**src/rtl/mips_mc_controller.sv**
```systemverilog
// Multicycle MIPS control unit: Moore FSM plus ALU decoder.
// Define MIPS_MC_BNE_EN to add BNE (op 000101) through the BRANCH state.
module mips_mc_controller (
    input  logic       clk,
    input  logic       reset,
    input  logic [5:0] op,
    input  logic [5:0] funct,
    input  logic       zero,
    input  logic       mem_ready,
    output logic       mem_req,
    output logic       iord,
    output logic       memwrite,
    output logic       irwrite,
    output logic       regwrite,
    output logic       regdst,
    output logic       memtoreg,
    output logic       alusrca,
    output logic [1:0] alusrcb,
    output logic [1:0] pcsrc,
    output logic [2:0] alucontrol,
    output logic       pcen,
    output logic       illegal_op,
    output logic [3:0] state
);

    localparam logic [5:0] OP_R    = 6'b000000;
    localparam logic [5:0] OP_J    = 6'b000010;
    localparam logic [5:0] OP_BEQ  = 6'b000100;
    localparam logic [5:0] OP_BNE  = 6'b000101;
    localparam logic [5:0] OP_ADDI = 6'b001000;
    localparam logic [5:0] OP_LW   = 6'b100011;
    localparam logic [5:0] OP_SW   = 6'b101011;

    typedef enum logic [3:0] {
        FETCH    = 4'd0,
        DECODE   = 4'd1,
        MEMADR   = 4'd2,
        MEMRD    = 4'd3,
        MEMWB    = 4'd4,
        MEMWR    = 4'd5,
        EXECUTE  = 4'd6,
        ALUWB    = 4'd7,
        BRANCH   = 4'd8,
        ADDIEXEC = 4'd9,
        ADDIWB   = 4'd10,
        JUMP     = 4'd11
    } state_t;

    state_t cur;
    state_t dec_next;

    logic       mreq_c;
    logic       mw_c;
    logic       irw_c;
    logic       rw_c;
    logic       ill_c;
    logic       pcw_c;
    logic       branch;
    logic       branchne;
    logic       valid_st;
    logic [1:0] aluop;
    logic [2:0] alu_c;

    assign state = cur;

    // Opcode dispatch out of DECODE; unknown opcodes fall back to FETCH
    always_comb begin
        dec_next = FETCH;
        ill_c    = 1'b0;
        case (op)
            OP_LW, OP_SW: dec_next = MEMADR;
            OP_R:         dec_next = EXECUTE;
            OP_BEQ:       dec_next = BRANCH;
`ifdef MIPS_MC_BNE_EN
            OP_BNE:       dec_next = BRANCH;
`endif
            OP_ADDI:      dec_next = ADDIEXEC;
            OP_J:         dec_next = JUMP;
            default:      ill_c    = 1'b1;
        endcase
    end

    always_ff @(posedge clk or posedge reset) begin
        if (reset) begin
            cur <= FETCH;
        end else begin
            case (cur)
                FETCH:    if (mem_ready) cur <= DECODE;
                DECODE:   cur <= dec_next;
                MEMADR:   cur <= (op == OP_LW) ? MEMRD : MEMWR;
                MEMRD:    if (mem_ready) cur <= MEMWB;
                MEMWB:    cur <= FETCH;
                MEMWR:    if (mem_ready) cur <= FETCH;
                EXECUTE:  cur <= ALUWB;
                ALUWB:    cur <= FETCH;
                BRANCH:   cur <= FETCH;
                ADDIEXEC: cur <= ADDIWB;
                ADDIWB:   cur <= FETCH;
                JUMP:     cur <= FETCH;
                default:  cur <= FETCH;
            endcase
        end
    end

    always_comb begin
        mreq_c   = 1'b0;
        mw_c     = 1'b0;
        irw_c    = 1'b0;
        rw_c     = 1'b0;
        pcw_c    = 1'b0;
        branch   = 1'b0;
        branchne = 1'b0;
        valid_st = 1'b1;
        aluop    = 2'b00;
        iord     = 1'b0;
        regdst   = 1'b0;
        memtoreg = 1'b0;
        alusrca  = 1'b0;
        alusrcb  = 2'b00;
        pcsrc    = 2'b00;
        case (cur)
            FETCH: begin
                mreq_c  = 1'b1;
                alusrcb = 2'b01;
                irw_c   = mem_ready;
                pcw_c   = mem_ready;
            end
            DECODE:  alusrcb = 2'b11;
            MEMADR: begin
                alusrca = 1'b1;
                alusrcb = 2'b10;
            end
            MEMRD: begin
                mreq_c = 1'b1;
                iord   = 1'b1;
            end
            MEMWB: begin
                memtoreg = 1'b1;
                rw_c     = 1'b1;
            end
            MEMWR: begin
                mreq_c = 1'b1;
                iord   = 1'b1;
                mw_c   = 1'b1;
            end
            EXECUTE: begin
                alusrca = 1'b1;
                aluop   = 2'b10;
            end
            ALUWB: begin
                regdst = 1'b1;
                rw_c   = 1'b1;
            end
            BRANCH: begin
                alusrca = 1'b1;
                aluop   = 2'b01;
                pcsrc   = 2'b01;
`ifdef MIPS_MC_BNE_EN
                branchne = (op == OP_BNE);
                branch   = (op != OP_BNE);
`else
                branch   = 1'b1;
`endif
            end
            ADDIEXEC: begin
                alusrca = 1'b1;
                alusrcb = 2'b10;
            end
            ADDIWB:  rw_c = 1'b1;
            JUMP: begin
                pcsrc = 2'b10;
                pcw_c = 1'b1;
            end
            default: valid_st = 1'b0;
        endcase
    end

    always_comb begin
        alu_c = 3'b010;
        case (aluop)
            2'b01: alu_c = 3'b110;
            2'b10: begin
                case (funct)
                    6'b100010: alu_c = 3'b110;
                    6'b100100: alu_c = 3'b000;
                    6'b100101: alu_c = 3'b001;
                    6'b101010: alu_c = 3'b111;
                    default:   alu_c = 3'b010;
                endcase
            end
            default: alu_c = 3'b010;
        endcase
    end

    assign alucontrol = valid_st ? alu_c : 3'b000;

    // Write/request strobes are gated by reset so nothing commits while held
    assign mem_req    = mreq_c & ~reset;
    assign memwrite   = mw_c & ~reset;
    assign irwrite    = irw_c & ~reset;
    assign regwrite   = rw_c & ~reset;
    assign illegal_op = ill_c & (cur == DECODE) & ~reset;
    assign pcen       = ~reset & (pcw_c | (branch & zero)
                                | (branchne & ~zero));

endmodule

```
**config.mk**
```make
export PLATFORM = sky130hd
export DESIGN_NAME = mips_mc_controller
export DESIGN_NICKNAME = d
export VERILOG_FILES = /design/src/rtl/mips_mc_controller.sv
export SDC_FILE = /design/constraint.sdc
export NUM_CORES = 1
export LEC_CHECK = 0
export CAP_MARGIN = 40
export CORE_MARGIN = 1
export CORE_UTILIZATION = 35
export DETAILED_ROUTE_END_ITERATION = 10
export GPL_ROUTABILITY_DRIVEN = 0
export HOLD_SLACK_MARGIN = 0.03
export PLACE_DENSITY = 0.75
export SYNTH_ARGS = -nofsm -noshare
export SYNTH_HDL_FRONTEND = slang
export SYNTH_SLANG_ARGS = --single-unit
```
**constraint.sdc**
```tcl
create_clock -name clk -period 2.3 [get_ports clk]
set_input_delay 0.69 -clock clk [delete_from_list [all_inputs] [get_ports clk]]
set_output_delay 0.69 -clock clk [all_outputs]
set_load 0.01 [all_outputs]
```
* Word level (Yosys, flattened, before mapping)
Index checks and enable logic that the tools add are counted.
Storage, ports and cells: bits in registers 4, bits of input ports 16, output and inout bits 21, logic and storage cells 71
Operators by class: eq/ne operators 25, muxes and demuxes 24, bitwise logic cells 10, reductions and logical operators 11
Operators with widths (count):
- equality test 6 bit (second input constant) | 6
- case mux 4 bit (7 select lines) | 1
- case mux 4 bit (5 select lines) | 1
- equality test 4 x 3 -> 1 bit (second input constant) | 4
- equality test 4 bit (second input constant) | 4
- 2-to-1 mux 4 bit | 3
- case mux 3 bit (4 select lines) | 1
- OR reduction 12 bit | 1
- 2-to-1 mux 1 bit | 11
- bitwise AND 1 bit | 8
- equality test 4 x 2 -> 1 bit (second input constant) | 2
- case mux 2 bit (2 select lines) | 2
- equality test 6 x 2 -> 1 bit (second input constant) | 1
- equality test 6 x 3 -> 1 bit (second input constant) | 1
- equality test 6 x 4 -> 1 bit (second input constant) | 1
- zero test 6 bit | 1
- 2-to-1 mux 3 bit | 2
- != test 2 bit (second input constant) | 3
- case mux 2 bit (3 select lines) | 1
- case mux 3 bit (2 select lines) | 1
- OR reduction 2 bit | 3
- OR reduction 3 bit | 2
- OR reduction 6 bit | 1
- equality test 4 x 1 -> 1 bit (second input constant) | 1
- 8 further kinds | 8

* Longest topological paths before layout
depth after elaboration 5, depth in mapped cells 7, mapped depth without buffers 6

* Least setup slack after synthesis
OpenSTA, ideal clock, no wires.
kind register to output, from register cur[1], in the netlist state[1], to output port alucontrol[1], data arrival time 1.822 ns, required time 1.610 ns, slack -0.212 ns, stages on the path, launching flop included 8, path buffers 1, path through dfrtp_1 buf_2 nor2b_1 nand3_1 ha_1 nand3b_1 o22ai_1 a21boi_0
On the way: word-level cells in the longest chain between the ends 5, elaborated cells between the ends (all ways) 19, those cells by class 13 x eq/ne; 4 x mux; 2 x reduce/logical
RTL lines:
- start: declaration | RTL line 49 | state_t cur;
- start signal: assignment | RTL line 89 | DECODE: cur <= dec_next;
- start signal: assignment | RTL line 90 | MEMADR: cur <= (op == OP_LW) ? MEMRD : MEMWR;
- equality test 4 bit / equality test 4 x 3 -> 1 bit (equally long branches) | RTL line 121 | case (cur)
- case mux 2 bit (2 select lines) | RTL line 121
- equality test 2 bit / equality test 2 x 1 -> 1 bit (equally long branches) | RTL line 180 | case (aluop)
- case mux 3 bit (2 select lines) | RTL line 180
- 2-to-1 mux 3 bit * | RTL line 195 | assign alucontrol = valid_st ? alu_c : 3'b000;
- end: declaration | RTL line 20 | output logic [2:0] alucontrol,
Every way passes the cells marked *; elsewhere a longest branch is shown, timed or not.

* Worst setup path in the final report
from input port funct[1], to output port alucontrol[0]
On the way: word-level cells in the longest chain between the ends 4, elaborated cells between the ends (all ways) 7, those cells by class 4 x eq/ne; 3 x mux
RTL lines:
- start: declaration | RTL line 7 | input logic [5:0] funct,
- equality test 6 bit | RTL line 183 | case (funct)
- case mux 3 bit (4 select lines) * | RTL line 183
- case mux 3 bit (2 select lines) * | RTL line 180
- 2-to-1 mux 3 bit * | RTL line 195
Marks and branches as above.

==> impl_metrics.env <==
export IMPL_status="finished with violations"
export IMPL_violations="setup timing"
export IMPL_rsz0062_at_grt="true"
export IMPL_cp_cell_sequence="clkdlybuf4s15_1 -> or3b_4 -> o2bb2a_4 -> nor2_4 -> buf_6"
export IMPL_critical_path_max_stage_delay_ns=0.40
export IMPL_clock_fmax_mhz=408
export IMPL_dp_cells=185
export IMPL_syn_to_final_growth_pct=112
export IMPL_routed_wl_um=3870
export IMPL_synthAdderAreaFrac_pct=5.27
export IMPL_syn_area_per_cell_um2=7.05
export IMPL_ant_nets=0
export IMPL_grt_pass1_wl_um=5350
export IMPL_path_buf_inv=2
export IMPL_core_region_area_um2=1820
export IMPL_period_needed_ns=2.45
export IMPL_yosys_area_share_xor_xnor_pct=4.92
export IMPL_finClkSkew_ns=0.0205
export IMPL_cp_startpoint="funct[1]"
export IMPL_largest_register_ffs=4
export IMPL_final_hold_violation_count=0
export IMPL_slew_violations=0
export IMPL_cts_max_path_buffers=2
export IMPL_die_h_um=47.1
export IMPL_die_width_um=47.1
export IMPL_post_route_cells_drive_above_1_share_pct=50.9
export IMPL_synth_top_family_by_area="simple AND/OR/NAND/NOR gates"
export IMPL_synth_simple_area_share_pct=42.7
export IMPL_post_route_util_pct=82.7
export IMPL_fillCellCount=120
export IMPL_antenna_cells=0
export IMPL_regArea_um2=104
export IMPL_post_route_worst_setup_slack_ns=-0.150
export IMPL_grt_overflow=0
export IMPL_place_ws_ns=-0.980
export IMPL_cts_root_buf="clkbuf_4"
export IMPL_drv_cap=0
export IMPL_ys_warn_count=0
export IMPL_dpl_hpwl_um=2150
export IMPL_synthDistinctLibCells=39
export IMPL_wl_per_cell_um=19.8
export IMPL_crit_arrival_ns=1.76
export IMPL_vias=1140
export IMPL_post_route_period_util_pct=107
export IMPL_worst_pin_slew_ns=0.337
export IMPL_stdcell_area_um2=1510
export IMPL_netlist_area_um2=712
export IMPL_firstDrtPassIters=4
export IMPL_synthMuxAreaShare_pct=1.41
export IMPL_clock_sinks=4
export IMPL_rows=15
export IMPL_post_dp_cell_area_um2=1290
export IMPL_grt_pass1_vias=1076
export IMPL_drtIter0Drc=33
export IMPL_io_pins=37
export IMPL_r2r_start="state[2]"
export IMPL_avgViaCountPerCell=5.82
export IMPL_synth_compound_area_share_pct=24.6
export IMPL_crit_slowest_cell="or3b_4"
export IMPL_p_leak_nw=0.663
export IMPL_clkTransAtPathRegs_ns=0.06
export IMPL_ir_drop_mv=0.317
export IMPL_grt_use_total_pct=36.6
export IMPL_setup_viol=6
export IMPL_start_util_pct=39.1
export IMPL_multi_input_area_um2=746
export IMPL_max_slew_margin_pct=77.5
export IMPL_htree_levels=1
export IMPL_cts_tree="done"
export IMPL_antenna_found_initial=0
export IMPL_fin_nets=191
export IMPL_numCtsBuffers=3
export IMPL_hp_class="in2async"
export IMPL_clock_latency_ns=0.27
export IMPL_grt_start_max_net_pins=16
export IMPL_end_kind="primary output"
export IMPL_p_total_mw=0.606
export IMPL_drc=0
export IMPL_crit_fanout=2
export IMPL_stdcell_count=196
export IMPL_critPathTopFamily="simple AND/OR/NAND/NOR gates"
export IMPL_synth_fp_nets=120
export IMPL_power_density_nw_per_um2=402
export IMPL_cp_data_required_time_ns=1.61
export IMPL_cp_start_kind="primary input"
export IMPL_synth_seq_cells=4
export IMPL_dieArea_um2=2220
export IMPL_path_class="in2out"
export IMPL_netlist_instances=101
export IMPL_portBuffers=36
export IMPL_ys_seq_area_share_pct=14.1
==> metrics by stage <==
stage | setup TNS [ns] | hold WS, ns
after floorplan | 0 | 0.470
after global placement | -4.87 | 0.640
after detailed placement | -5.09 | 0.653
after CTS | -0.276 | 0.552
after global routing | -0.780 | 0.565
final | -0.373 | 0.539
==> power breakdown <==
| part | total [mW] | internal (mW) | switching (mW) |
|---|---|---|---|
| sequential | 0.0965 | 0.0801 | 0.0164 |
| combinational | 0.392 | 0.198 | 0.194 |
| clock | 0.118 | 0.0665 | 0.0513 |
| total | 0.606 | 0.345 | 0.261 |
==> logic make-up (layout without fill, tap and decap cells) <==
group	after synthesis	in the layout
AND/OR/NAND/NOR	54	54
flip-flops	4	4
multiplexers	1	1
AO/OA/AOI/OAI	23	23
adder cells (fa/ha/maj)	3	3
XOR/XNOR	4	4
buffers and inverters	12	82
==> synth_stat cells (all sizes together) <==
library cell  count  area (um2)
buf               4        20.0
or3b              1        8.76
xor2              2        17.5
a21boi            1        7.51
nand3b            1        7.51
clkbuf            1        3.75
nor3              8        40.0
a2111oi           1        15.0
and3              1        6.26
a22oi             1        7.51
ha                3        37.5
or4               1        11.3
dfrtp             4         100
a21bo             1        10.0
mux2i             1        10.0
and4              2        17.5
nor3b             3        22.5
o22ai             1        6.26
nand2             7        26.3
o21ai             5        25.0
o2bb2ai           1        8.76
a311o             1        10.0
nor2             10        37.5
o41ai             1        16.3
nor4              2        12.5
nand2b            5        31.3
a21oi             4        20.0
xnor2             2        17.5
nand4b            1        8.76
nand4             2        12.5
a31o              1        8.76
nor2b             8        50.1
nand3             1        5.00
and2              1        6.26
o211ai            2        15.0
a31oi             1        6.26
o2111ai           1        8.76
o2bb2a            1        10.0
inv               7        26.3
==> tightest hold or removal path, cell delays in order <==
cell	delay, ns
dlygate4sd2_1	0.25
inv_1	0.06
buf_4	0.14
==> worst paths after layout <==
check | end | slack (ns) | depth (start not counted)
max in group asynchronous | state[0] | 1.61 | 3
min reg2reg | state[0] | 0.70 | 2
max reg2reg | state[2] | 0.54 | 5
min in group clk | state[0] | 0.70 | 2
min | state[2] | 0.54 | 3
max | alucontrol[0] | -0.15 | 5
==> cell usage in the layout, fill, tap and decap left out, types with 3 or more instances in the layout <==
| cell type | synthesis | routed |
|---|---|---|
| nand2_1 | 7 | 6 |
| nor2b_1 | 8 | 3 |
| nor2_1 | 10 | 6 |
| nor2_4 | 0 | 3 |
| clkbuf_2 | 0 | 5 |
| a21oi_1 | 4 | 4 |
| buf_6 | 0 | 5 |
| inv_1 | 7 | 7 |
| clkdlybuf4s50_1 | 0 | 4 |
| buf_2 | 4 | 7 |
| nor2b_4 | 0 | 3 |
| buf_4 | 0 | 32 |
| ha_4 | 0 | 3 |
| o21ai_0 | 5 | 3 |
| nor3_1 | 8 | 7 |
| dlygate4sd2_1 | 0 | 13 |
| nand2b_1 | 5 | 4 |
| clkbuf_4 | 0 | 3 |
| dfrtp_2 | 0 | 3 |
==> cell type report <==
class | instances | area share, %
multi-input combinational | 85 | 49.5
timing repair buffer | 71 | 38.0
sequential | 4 | 6.89
tap | 25 | 2.08
clock buffer | 4 | 1.74
inverter | 7 | 1.74
==> metal layers <==
metal  global-route usage (%)  wire length, um
met3                     9.23              251
met4                     22.9              243
met1                     42.3             1440
met5                        0                0
met2                     60.3             1940
==> what timing repair did <==
item	in CTS	in global routing
hold buffers	0	0
setup endpoints to repair	16	11
gates resized for setup	97	32
setup buffers	5	2
pin swaps	15	10
No activity file was read; power rests on OpenSTA's default activity.
